$ cat src/rtl/arty_s7_pkg.sv
// Shared types and elaboration helpers for the Arty S7 board-test controller.
// Latency: none, types and constant functions only.
// Backpressure: not applicable.
package arty_s7_pkg;

  typedef enum logic [1:0] {
    MODE_SW      = 2'd0,
    MODE_COUNT   = 2'd1,
    MODE_BREATHE = 2'd2
  } mode_t;

  // Ceiling log2. Used to size counters, so clog2(1) is 0 and clog2(2) is 1.
  function automatic int clog2(input int v);
    int r;
    r = 0;
    for (int i = 0; i < 31; i++) begin
      if ((1 << i) < v) r = i + 1;
    end
    return r;
  endfunction

  // Debounce stable time in clock cycles. Never less than one cycle.
  function automatic int db_cycles(input int clk_freq, input int ms);
    int c;
    c = (clk_freq / 1000) * ms;
    return (c < 1) ? 1 : c;
  endfunction

endpackage

$ cat src/rtl/arty_s7_rgb_ctrl_if.sv
// Board-side I/O bundle: switches and buttons in, plain/RGB LEDs and mode out.
// Latency: none, wiring only.
// Backpressure: none, all signals are level or PWM waveforms.
interface arty_s7_rgb_ctrl_if #(
  parameter int NUM_LED = 4,
  parameter int NUM_RGB = 2
);
  logic [NUM_LED-1:0] sw;
  logic [3:0]         btn;
  logic [NUM_LED-1:0] led;
  logic [NUM_RGB-1:0] led_r;
  logic [NUM_RGB-1:0] led_g;
  logic [NUM_RGB-1:0] led_b;
  logic [1:0]         mode;

  // Board side: drives the pins, watches the LEDs.
  modport master (output sw, btn, input led, led_r, led_g, led_b, mode);
  // Controller side.
  modport slave  (input sw, btn, output led, led_r, led_g, led_b, mode);
endinterface

$ cat src/rtl/arty_s7_debounce.sv
// One-button debouncer: 2-flop sync, stable counter, debounced level, press pulse.
// Latency: press fires 2 + DB_CYC cycles after a clean rising edge on the pin.
// Backpressure: none, the press pulse is a single cycle and is never held.
module arty_s7_debounce
  import arty_s7_pkg::*;
#(
  parameter int DB_CYC = 4
) (
  input  logic clk,
  input  logic rst,
  input  logic btn_i,
  output logic press_o
);

  localparam int CW = clog2(DB_CYC + 1);

  logic          sync1_q, sync2_q;
  logic          level_q, level_d;
  logic          press_q, press_d;
  logic [CW-1:0] cnt_q, cnt_d;

  // Count consecutive samples that disagree with the debounced level; flip on the last one.
  always_comb begin
    cnt_d   = cnt_q;
    level_d = level_q;
    press_d = 1'b0;
    if (sync2_q == level_q) begin
      cnt_d = '0;
    end else if (cnt_q == CW'(DB_CYC - 1)) begin
      cnt_d   = '0;
      level_d = sync2_q;
      press_d = sync2_q;
    end else begin
      cnt_d = cnt_q + CW'(1);
    end
  end

  // Synchroniser and debounce state.
  always_ff @(posedge clk) begin
    if (rst) begin
      sync1_q <= 1'b0;
      sync2_q <= 1'b0;
      level_q <= 1'b0;
      press_q <= 1'b0;
      cnt_q   <= '0;
    end else begin
      sync1_q <= btn_i;
      sync2_q <= sync1_q;
      level_q <= level_d;
      press_q <= press_d;
      cnt_q   <= cnt_d;
    end
  end

  assign press_o = press_q;

endmodule

$ cat src/rtl/arty_s7_rgb_ctrl.sv
// Board-test controller: button-driven mode FSM, LED source mux, per-channel PWM RGB brightness.
// Latency: sw pin to led 3 cycles; duty to PWM pin 1 cycle (2 with ARTY_S7_PWM_GAMMA_EN).
// Backpressure: none, free-running outputs; ARTY_S7_PWM_GAMMA_EN selects squared duty.
module arty_s7_rgb_ctrl
  import arty_s7_pkg::*;
#(
  parameter int CLK_FREQ    = 12000000,
  parameter int NUM_LED     = 4,
  parameter int NUM_RGB     = 2,
  parameter int PWM_BITS    = 8,
  parameter int DEBOUNCE_MS = 10,
  parameter int STEP_HZ     = 4
) (
  input logic              clk,
  input logic              rst,
  arty_s7_rgb_ctrl_if.slave io
);

  localparam int DB_CYC   = db_cycles(CLK_FREQ, DEBOUNCE_MS);
  localparam int TICK_RAW = CLK_FREQ / STEP_HZ;
  localparam int TICK_CYC = (TICK_RAW < 1) ? 1 : TICK_RAW;
  localparam int BR_RAW   = CLK_FREQ / (STEP_HZ * (1 << PWM_BITS));
  localparam int BR_CYC   = (BR_RAW < 1) ? 1 : BR_RAW;
  localparam int TW       = clog2(TICK_CYC + 1);
  localparam int BW       = clog2(BR_CYC + 1);
  localparam int SELW     = (NUM_RGB > 1) ? clog2(NUM_RGB) : 1;
  localparam int PW       = 2 * PWM_BITS + 1;
  localparam logic [PWM_BITS-1:0] BRI_RST  = PWM_BITS'(1 << (PWM_BITS - 2));
  localparam logic [PWM_BITS-1:0] BRI_STEP = PWM_BITS'(1 << (PWM_BITS - 3));
  localparam logic [PWM_BITS-1:0] BRI_MAX  = '1;

  logic [3:0]          press;
  mode_t               mode_q;
  logic                in_count, in_breathe, enter_count, tick, br_tick;
  logic [NUM_LED-1:0]  sw_s1_q, sw_s2_q;
  logic [NUM_LED-1:0]  led_q, led_d, cnt_q, cnt_d;
  logic [SELW-1:0]     sel_q, sel_d;
  logic [PWM_BITS-1:0] bri_q [NUM_RGB];
  logic [PWM_BITS-1:0] bri_d [NUM_RGB];
  logic [TW-1:0]       tick_cnt_q, tick_cnt_d;
  logic [BW-1:0]       br_cnt_q, br_cnt_d;
  logic [PWM_BITS:0]   phase_q, phase_d;
  logic [PWM_BITS-1:0] pwm_cnt_q, pwm_cnt_d, lvl;
  logic [PWM_BITS-1:0] duty_lin [NUM_RGB];
  logic [PWM_BITS-1:0] duty [NUM_RGB];
  logic [PW-1:0]       prod;
  logic [NUM_RGB-1:0]  r_q, r_d, g_q, g_d, b_q, b_d;

  for (genvar i = 0; i < 4; i++) begin : g_db
    arty_s7_debounce #(.DB_CYC(DB_CYC)) u_db (
      .clk     (clk),
      .rst     (rst),
      .btn_i   (io.btn[i]),
      .press_o (press[i])
    );
  end

  // Mode FSM: btn[0] press steps SW -> COUNT -> BREATHE -> SW; stray code 3 behaves as SW.
  always_ff @(posedge clk) begin
    if (rst) begin
      mode_q <= MODE_SW;
    end else if (press[0]) begin
      case (mode_q)
        MODE_COUNT:   mode_q <= MODE_BREATHE;
        MODE_BREATHE: mode_q <= MODE_SW;
        default:      mode_q <= MODE_COUNT;
      endcase
    end
  end

  assign in_count    = (mode_q == MODE_COUNT);
  assign in_breathe  = (mode_q == MODE_BREATHE);
  assign enter_count = press[0] && !in_count && !in_breathe;
  assign tick        = (tick_cnt_q == TW'(TICK_CYC - 1));
  assign br_tick     = (br_cnt_q == BW'(BR_CYC - 1));

  // Next state of counters, selection and brightness.
  always_comb begin
    tick_cnt_d = tick ? '0 : tick_cnt_q + TW'(1);
    br_cnt_d   = br_tick ? '0 : br_cnt_q + BW'(1);
    phase_d    = br_tick ? phase_q + (PWM_BITS+1)'(1) : phase_q;
    pwm_cnt_d  = pwm_cnt_q + PWM_BITS'(1);
    cnt_d      = enter_count ? '0 : (tick ? cnt_q + NUM_LED'(1) : cnt_q);
    sel_d      = sel_q;
    if (press[1]) sel_d = (sel_q == SELW'(NUM_RGB - 1)) ? '0 : sel_q + SELW'(1);
    bri_d = bri_q;
    if (press[2] && !press[3]) begin
      bri_d[sel_q] = (bri_q[sel_q] > BRI_MAX - BRI_STEP) ? BRI_MAX : bri_q[sel_q] + BRI_STEP;
    end else if (press[3] && !press[2]) begin
      bri_d[sel_q] = (bri_q[sel_q] < BRI_STEP) ? '0 : bri_q[sel_q] - BRI_STEP;
    end
  end

  // Triangle level while breathing, full scale otherwise; duty scales brightness by lvl+1.
  always_comb begin
    lvl  = '1;
    prod = '0;
    if (in_breathe) lvl = phase_q[PWM_BITS] ? ~phase_q[PWM_BITS-1:0] : phase_q[PWM_BITS-1:0];
    for (int k = 0; k < NUM_RGB; k++) begin
      prod        = (PW'(lvl) + PW'(1)) * PW'(bri_q[k]);
      duty_lin[k] = PWM_BITS'(prod >> PWM_BITS);
    end
  end

`ifdef ARTY_S7_PWM_GAMMA_EN
  localparam int SQW = 2 * PWM_BITS;
  logic [PWM_BITS-1:0] duty_q [NUM_RGB];
  logic [PWM_BITS-1:0] duty_d [NUM_RGB];
  logic [SQW-1:0]      sq;

  // Square-law gamma on the linear duty, one pipeline stage.
  always_comb begin
    sq = '0;
    for (int k = 0; k < NUM_RGB; k++) begin
      sq        = SQW'(duty_lin[k]) * SQW'(duty_lin[k]);
      duty_d[k] = PWM_BITS'(sq >> PWM_BITS);
    end
  end

  // Gamma pipeline register.
  always_ff @(posedge clk) begin
    if (rst) begin
      for (int k = 0; k < NUM_RGB; k++) duty_q[k] <= '0;
    end else begin
      duty_q <= duty_d;
    end
  end

  assign duty = duty_q;
`else
  assign duty = duty_lin;
`endif

  // Output mux and colour-gated PWM compare.
  always_comb begin
    led_d = in_count ? cnt_q : sw_s2_q;
    for (int k = 0; k < NUM_RGB; k++) begin
      r_d[k] = sw_s2_q[0] && (pwm_cnt_q < duty[k]);
      g_d[k] = sw_s2_q[1] && (pwm_cnt_q < duty[k]);
      b_d[k] = sw_s2_q[2] && (pwm_cnt_q < duty[k]);
    end
  end

  // Datapath state and registered outputs.
  always_ff @(posedge clk) begin
    if (rst) begin
      sw_s1_q    <= '0;
      sw_s2_q    <= '0;
      led_q      <= '0;
      cnt_q      <= '0;
      sel_q      <= '0;
      tick_cnt_q <= '0;
      br_cnt_q   <= '0;
      phase_q    <= '0;
      pwm_cnt_q  <= '0;
      r_q        <= '0;
      g_q        <= '0;
      b_q        <= '0;
      for (int k = 0; k < NUM_RGB; k++) bri_q[k] <= BRI_RST;
    end else begin
      sw_s1_q    <= io.sw;
      sw_s2_q    <= sw_s1_q;
      led_q      <= led_d;
      cnt_q      <= cnt_d;
      sel_q      <= sel_d;
      tick_cnt_q <= tick_cnt_d;
      br_cnt_q   <= br_cnt_d;
      phase_q    <= phase_d;
      pwm_cnt_q  <= pwm_cnt_d;
      r_q        <= r_d;
      g_q        <= g_d;
      b_q        <= b_d;
      bri_q      <= bri_d;
    end
  end

  assign io.led   = led_q;
  assign io.led_r = r_q;
  assign io.led_g = g_q;
  assign io.led_b = b_q;
  assign io.mode  = mode_q;

endmodule

$ cat src/flat_wrapper.sv
// flat-port wrapper written by rule: the top's interface ports become plain ports
module arty_s7_rgb_ctrl_flat import arty_s7_pkg::*;
#(
  parameter int CLK_FREQ    = 12000000,
  parameter int NUM_LED     = 4,
  parameter int NUM_RGB     = 2,
  parameter int PWM_BITS    = 8,
  parameter int DEBOUNCE_MS = 10,
  parameter int STEP_HZ     = 4
)
  (clk, rst, io_sw, io_btn, io_led, io_led_r, io_led_g, io_led_b, io_mode);
  arty_s7_rgb_ctrl_if #(.NUM_LED(NUM_LED), .NUM_RGB(NUM_RGB)) io_i ();
  input logic clk;
  input logic rst;
  input wire logic [$bits(io_i.sw)-1:0] io_sw;
  input wire logic [$bits(io_i.btn)-1:0] io_btn;
  output wire logic [$bits(io_i.led)-1:0] io_led;
  output wire logic [$bits(io_i.led_r)-1:0] io_led_r;
  output wire logic [$bits(io_i.led_g)-1:0] io_led_g;
  output wire logic [$bits(io_i.led_b)-1:0] io_led_b;
  output wire logic [$bits(io_i.mode)-1:0] io_mode;
  assign io_i.sw = io_sw;
  assign io_i.btn = io_btn;
  assign io_led = io_i.led;
  assign io_led_r = io_i.led_r;
  assign io_led_g = io_i.led_g;
  assign io_led_b = io_i.led_b;
  assign io_mode = io_i.mode;
  arty_s7_rgb_ctrl #(.CLK_FREQ(CLK_FREQ), .NUM_LED(NUM_LED), .NUM_RGB(NUM_RGB), .PWM_BITS(PWM_BITS), .DEBOUNCE_MS(DEBOUNCE_MS), .STEP_HZ(STEP_HZ)) u_core (.clk(clk), .rst(rst), .io(io_i));
endmodule
$ cat config.mk
export PLATFORM = sky130hd
export DESIGN_NAME = arty_s7_rgb_ctrl_flat
export DESIGN_NICKNAME = d
export VERILOG_FILES = /design/src/rtl/arty_s7_pkg.sv /design/src/rtl/arty_s7_rgb_ctrl_if.sv /design/src/rtl/arty_s7_debounce.sv /design/src/rtl/arty_s7_rgb_ctrl.sv /design/src/flat_wrapper.sv
export SDC_FILE = /design/constraint.sdc
export NUM_CORES = 1
export LEC_CHECK = 0
export CAP_MARGIN = 40
export CORE_AREA = 5 5 193 195
export DETAILED_ROUTE_END_ITERATION = 6
export DIE_AREA = 0 0 198 200
export GPL_TIMING_DRIVEN = 0
export SLEW_MARGIN = 30
export SYNTH_ARGS = -nofsm -noshare
export SYNTH_HDL_FRONTEND = slang
export SYNTH_HIERARCHICAL = 1
export SYNTH_SLANG_ARGS = --single-unit
$ cat constraint.sdc
create_clock -name clk -period 7.7 [get_ports clk]
set_clock_uncertainty 0.2 [all_clocks]
set_input_delay 1.925 -clock clk [delete_from_list [all_inputs] [get_ports clk]]
set_output_delay 1.925 -clock clk [all_outputs]
set_load 0.005 [all_outputs]
==> results of run 1 <==
==> layer usage <==
metal | global-route usage | vias up | wire length (µm)
met3 | 0.02165 | 28 | 696
met1 | 0.1762 | 4360 | 12270
met5 | 0 | - | 0
li1 | - | 4638 | -
met4 | 0.03622 | 0 | 447
met2 | 0.2238 | 104 | 11880
==> cells in the final DEF, fill, tap and decap left out, types with 24 or more instances in the layout <==
cell / netlist / routed
dfxtp_1: 178 / 175
nor2_1: 171 / 170
inv_1: 108 / 107
ha_1: 94 / 92
and2_1: 92 / 91
nand2_1: 90 / 89
xnor2_1: 88 / 86
fa_1: 80 / 80
nand3_1: 46 / 46
xor2_1: 46 / 45
and3_1: 37 / 37
nand4_1: 33 / 33
nor4_1: 27 / 25
a21oi_1: 26 / 24
==> repair_timing <==
item	in CTS	in global routing
pin swaps	2	7
endpoints found under the setup margin	6	6
resized for setup	21	26
buffers inserted	2	5
==> state kept, by name (all words and copies together) (netlist names) <==
signal and cells:
u_core/g_db.u_db/sync1_q 4, u_core/phase_q 9, u_core/io.led 4, u_core/br_cnt_q 14, u_core/g_db.u_db/sync2_q 4, u_core/sel_q 1
u_core/io.led_b 2, u_core/g_db.u_db/press_o 4, u_core/g_db.u_db/level_q 4, u_core/io.mode 2, u_core/cnt_q 4, u_core/io.led_g 2
u_core/io.led_r 2, u_core/g_db.u_db/cnt_q 68, u_core/sw_s1_q 4, u_core/pwm_cnt_q 8, u_core/bri_q 16, u_core/sw_s2_q 4
u_core/tick_cnt_q 22
==> metrics by stage <==
step	TNS (ps)	setup WS (ps)
detailed placement	-5547	-961.6
global route	-108.0	-41.01
global placement	-5027	-855.6
finish	0	260.5
CTS	0	23.09
floorplan	0	693.5
==> worst paths after layout <==
kind / startpoint / endpoint / slack [ps]
max: u_core/io.mode[0] / u_core/io.led_b[1] / 260
min: u_core/sw_s1_q[2] / u_core/sw_s2_q[2] / 230
max reg2reg: u_core/io.mode[0] / u_core/io.led_b[1] / 260
min reg2reg: u_core/sw_s1_q[2] / u_core/sw_s2_q[2] / 230
==> critical path, delay by kind of cell, from the launching register on <==
family          cells  cell delay, ps
flops               1             350
xor+xnor            2             520
fa+ha+maj           8            3010
simple gates        7            1140
compound gates      7            1140
buf+inv             8            1020
==> power by group <==
part           total (mW)  internal (mW)  leakage, nW  switching, mW
combinational      0.0491         0.0231         3.91         0.0259
clock               0.865          0.510        0.272          0.355
sequential          0.939          0.931         1.44        0.00858
==> logic make-up after synthesis <==
logic type	count (synthesis)
simple gates	611
fa+ha+maj	174
flops	178
buf+inv	146
xor+xnor	134
compound gates	95
mux	17
==> area by class of cell <==
type | instances | area (µm²)
Inverter | 108 | 405.4
Timing Repair Buffer | 31 | 289.0
Tap cell | 461 | 576.8
Sequential cell | 178 | 3567
Multi-Input combinational cell | 1031 | 8167
Clock buffer | 19 | 432.9
Buffer | 37 | 200.2
Clock inverter | 12 | 158.9
Fill cell | 3603 | 21430
==> results.yml, run 1 <==
outcome:
  status: "finished, final reports clean"
pwr:
  ir_drop_v: 0.0001554
  p_per_area_nw_per_um2: 134.3
  p_leak_nw: 5.622
  p_total_mw: 1.854
job:
  drv_cap: 0
global_routing:
  antenna_found_initial: 0
  grt_max_degree: 22
  grt_pass1_wl_mm: 43.93
  grt_overflow: 0
  grt_usage: 0.1322
  grt_pass1_vias: 9286
timing:
  post-route-period-util: 0.9662
  layout_min_cycle_time_ps: 7439
  worstMarginPinSlew_ps: 655.8
  drv_slew: 0
  fmax_mhz: 134.4
  setup_violations: 0
  hold-worst-slack_ps: 233.3
  slew_headroom: 0.5608
  hold_viol: 0
logic_synthesis:
  async_flop_share: 0
  synth_ff_type: "dfxtp_1"
  synthAdderAreaFrac: 0.2281
  yosys-mux-area-fraction: 0.01397
  synth_area_leader_cell: "dfxtp_1"
  ys_top_cells_by_area: "dfxtp_1 29%, fa_1 13%, ha_1 9.7%"
  synth_warnings: 6
  synth-edff-count: 0
  synth_top_family_by_area: "simple AND/OR/NAND/NOR gates"
  synth_xor_area_frac: 0.09636
  yosysUniqueCellTypes: 58
  yosysMostFrequentCell: "dfxtp_1"
  syn_area_per_cell_um2: 8.988
  ys_seq_elements: 178
  synth.net_count: 1539
  synth_common_cells: "178 x dfxtp_1, 171 x nor2_1, 108 x inv_1"
  synth_area_um2: 12180
  synth-simple-area-share: 0.2687
  synthCells: 1355
  ys_seq_area_frac: 0.2926
  synth_compound_area_frac: 0.05229
  synth_top_area_frac: 0.2926
layout:
  stdcell_count: 1877
  nNetsFinal: 1588
  final_area_um2: 13800
  final_util: 0.3917
  post_route_cells_drive_above_1_share: 0.07345
  diodes: 0
  syn_to_final_growth_pct: 13.28
detailed_routing:
  drtAntennaViolNets: 0
  dr.pass1.iters: 4
  drtIter0Drc: 442
  routed_wl_mm: 25.30
  vias: 9130
  drc: 0
  avgViaCountPerCell: 4.864
  wire_per_inst_um: 13.48
setup_path:
  cp-end-kind: "register"
  crit_type: "reg2reg"
  cp.arrival_ps: 7610
  worstRegToRegCells: 32
  path_max_fanout: 10
  cp_slowest_cell: "fa_1"
  startpoint_type: "register"
  critical_path_required_ps: 7870
  slowest_delay_ps: 540
clocking:
  cts_root_buf: "clkbuf_16"
  cts_made_buffers: 17
  cts_sinks: 178
  path_clk_slew_ps: 60
  cts_hold_buf: 0
  clk_latency_ps: 420
  tritoncts: "built"
  htreeDepth: 4
  clk_path_buf_depth: 2
floorplanning:
  fp.dieW_um: 198
  start_util: 0.3458
  row_count: 69
  die_h_um: 200
  pin_count: 22
  coreArea_um2: 35220
  dieArea_um2: 39600
placed_design:
  dp_hpwl_mm: 19.27
  io_buffers: 21
  gp_congestion: 0.8461
  dp_cells: 1839
  place_area_um2: 12980
hold_path:
  hp-class: "reg2reg"
  min_delay_path_depth: 1
No activity file was read; power rests on OpenSTA's default activity.
==> run 2: changes to the inputs <==
--- a/config.mk
+++ b/config.mk
@@ -6,9 +6,9 @@
 export NUM_CORES = 1
 export LEC_CHECK = 0
 export CAP_MARGIN = 40
-export CORE_AREA = 5 5 193 195
+export CORE_AREA = 5 5 164 229
 export DETAILED_ROUTE_END_ITERATION = 6
-export DIE_AREA = 0 0 198 200
+export DIE_AREA = 0 0 169 234
 export GPL_TIMING_DRIVEN = 0
 export SLEW_MARGIN = 30
 export SYNTH_ARGS = -nofsm -noshare
==> results.yml, run 2 (synthesis gave the netlist of run 1 again) <==
hold_path:
  min_delay_path_depth: 1
  worstHoldStart: "u_core/sw_s1_q[0]"
  hold_end: "u_core/sw_s2_q[0]"
  hp-class: "reg2reg"
setup_path:
  critical_path_required_ps: 7880
  path_max_fanout: 10
  r2r-start: "u_core/io.mode[0]"
  cp_top_family: "adder cells"
  r2r_end: "u_core/io.led_g[1]"
  worstPathBufferInverterCount: 7
  worstRegToRegCells: 31
  slowest_delay_ps: 540
  cp.arrival_ps: 7590
  cp-end-kind: "register"
  cp_slowest_cell: "fa_1"
  crit_type: "reg2reg"
  rrSetupSlack_ps: 280
  startpoint_type: "register"
layout:
  final_cell_mix: "174 x dfxtp_1, 170 x nor2_1, 107 x inv_1, 92 x and2_1, 92 x ha_1"
  regMostFlops: "u_core/g_db.u_db/cnt_q"
  layout_commonest_cell: "dfxtp_1"
  post_route_cells_drive_above_1_share: 0.07709
  nNetsFinal: 1586
  diodes: 0
  final_util: 0.3906
  largest_reg_flops: 68
  syn_to_final_growth_pct: 13.52
  stdcell_count: 1876
  top_regs: "u_core/g_db.u_db/cnt_q x68, u_core/tick_cnt_q x22, u_core/bri_q x16"
job:
  drv_cap: 0
detailed_routing:
  avgViaCountPerCell: 4.920
  dr.pass1.iters: 4
  wire_per_inst_um: 13.82
  drtIter0Drc: 300
  vias: 9229
  drtAntennaViolNets: 0
  drc: 0
  routed_wl_mm: 25.93
clocking:
  clk_path_buf_depth: 2
  clk_latency_ps: 430
  tritoncts: "built"
  cts_made_buffers: 17
  cts_root_buf: "clkbuf_16"
  path_clk_slew_ps: 70
  cts_sinks: 178
  htreeDepth: 4
outcome:
  status: "finished, final reports clean"
timing:
  fin_ws_ps: 283.6
  post-route-period-util: 0.9632
  worstMarginPinSlew_ps: 762.8
  fmax_mhz: 134.8
  layout_min_cycle_time_ps: 7416
  drv_slew: 0
  hold_viol: 0
  setup_violations: 0
  slew_headroom: 0.4899
floorplanning:
  coreArea_um2: 35400
  fp.dieW_um: 169
  dieArea_um2: 39550
  pin_count: 22
  start_util: 0.3441
  die_h_um: 234
  row_count: 82
global_routing:
  grt_max_degree: 22
  grt_overflow: 0
  grt_pass1_wl_mm: 44.83
  antenna_found_initial: 0
  grt_usage: 0.1358
  grt_pass1_vias: 9508
pwr:
  p_per_area_nw_per_um2: 130.9
  p_leak_nw: 5.616
  ir_drop_v: 0.0002066
  p_total_mw: 1.810
placed_design:
  dp_cells: 1838
  dp_hpwl_mm: 20.07
  io_buffers: 21
  pre_cts_ws_ps: -1201
  gp_congestion: 0.8567
## run 2: how the worst max path moves through the flow
stage                     slack (ps)              start                  to  depth (start not counted)
after detailed placement       -1200  u_core/phase_q[0]  u_core/io.led_g[1]                         30
after floorplan                  690  u_core/io.mode[0]  u_core/io.led_b[1]                         32
after CTS                          9  u_core/io.mode[0]  u_core/io.led_g[1]                         31
after global routing            -120  u_core/io.mode[0]  u_core/io.led_r[0]                         32
after global placement         -1150  u_core/phase_q[0]  u_core/io.led_g[1]                         30
final                            280  u_core/io.mode[0]  u_core/io.led_g[1]                         31
## run 2: where the power goes
group          internal [mW]  leakage [nW]  total, mW  switching (mW)
sequential             0.931          1.44      0.940         0.00896
clock                  0.462         0.265      0.823           0.361
combinational         0.0223          3.91     0.0474          0.0252
## run 2: cell type report
type	count	area, µm²
inverters	108	405.4
well taps	462	578.1
repair buffers	29	270.3
multi-input cells	1031	8238
clock buffers	20	456.7
plain buffers	37	203.9
fillers	3560	21570
clock inverters	11	105.1
flip-flops and latches	178	3568
## run 2: timing repair
action	in CTS	in global routing
setup endpoints to repair	6	6
pin swaps	4	10
setup buffers	2	6
hold buffers	0	0
gates resized for setup	29	26
## run 2: through the flow
step | setup TNS, ps | cell area (µm²) | hold slack, ps
CTS | 0 | 13680 | 237.5
global placement | -6264 | 12970 | 221.0
detailed placement | -6618 | 12970 | 222.6
finish | 0 | 13830 | 240.8
floorplan | 0 | 12180 | 213.8
global route | -208.6 | 13830 | 259.9
## run 2: metal layers
layer  vias up  routed length, µm  GRT usage
li1       4636                  -          -
met1      4452              10970     0.1557
met2       107              13840     0.2554
met3        34                522    0.01956
met4         0                591    0.04883
met5         -                  0          0
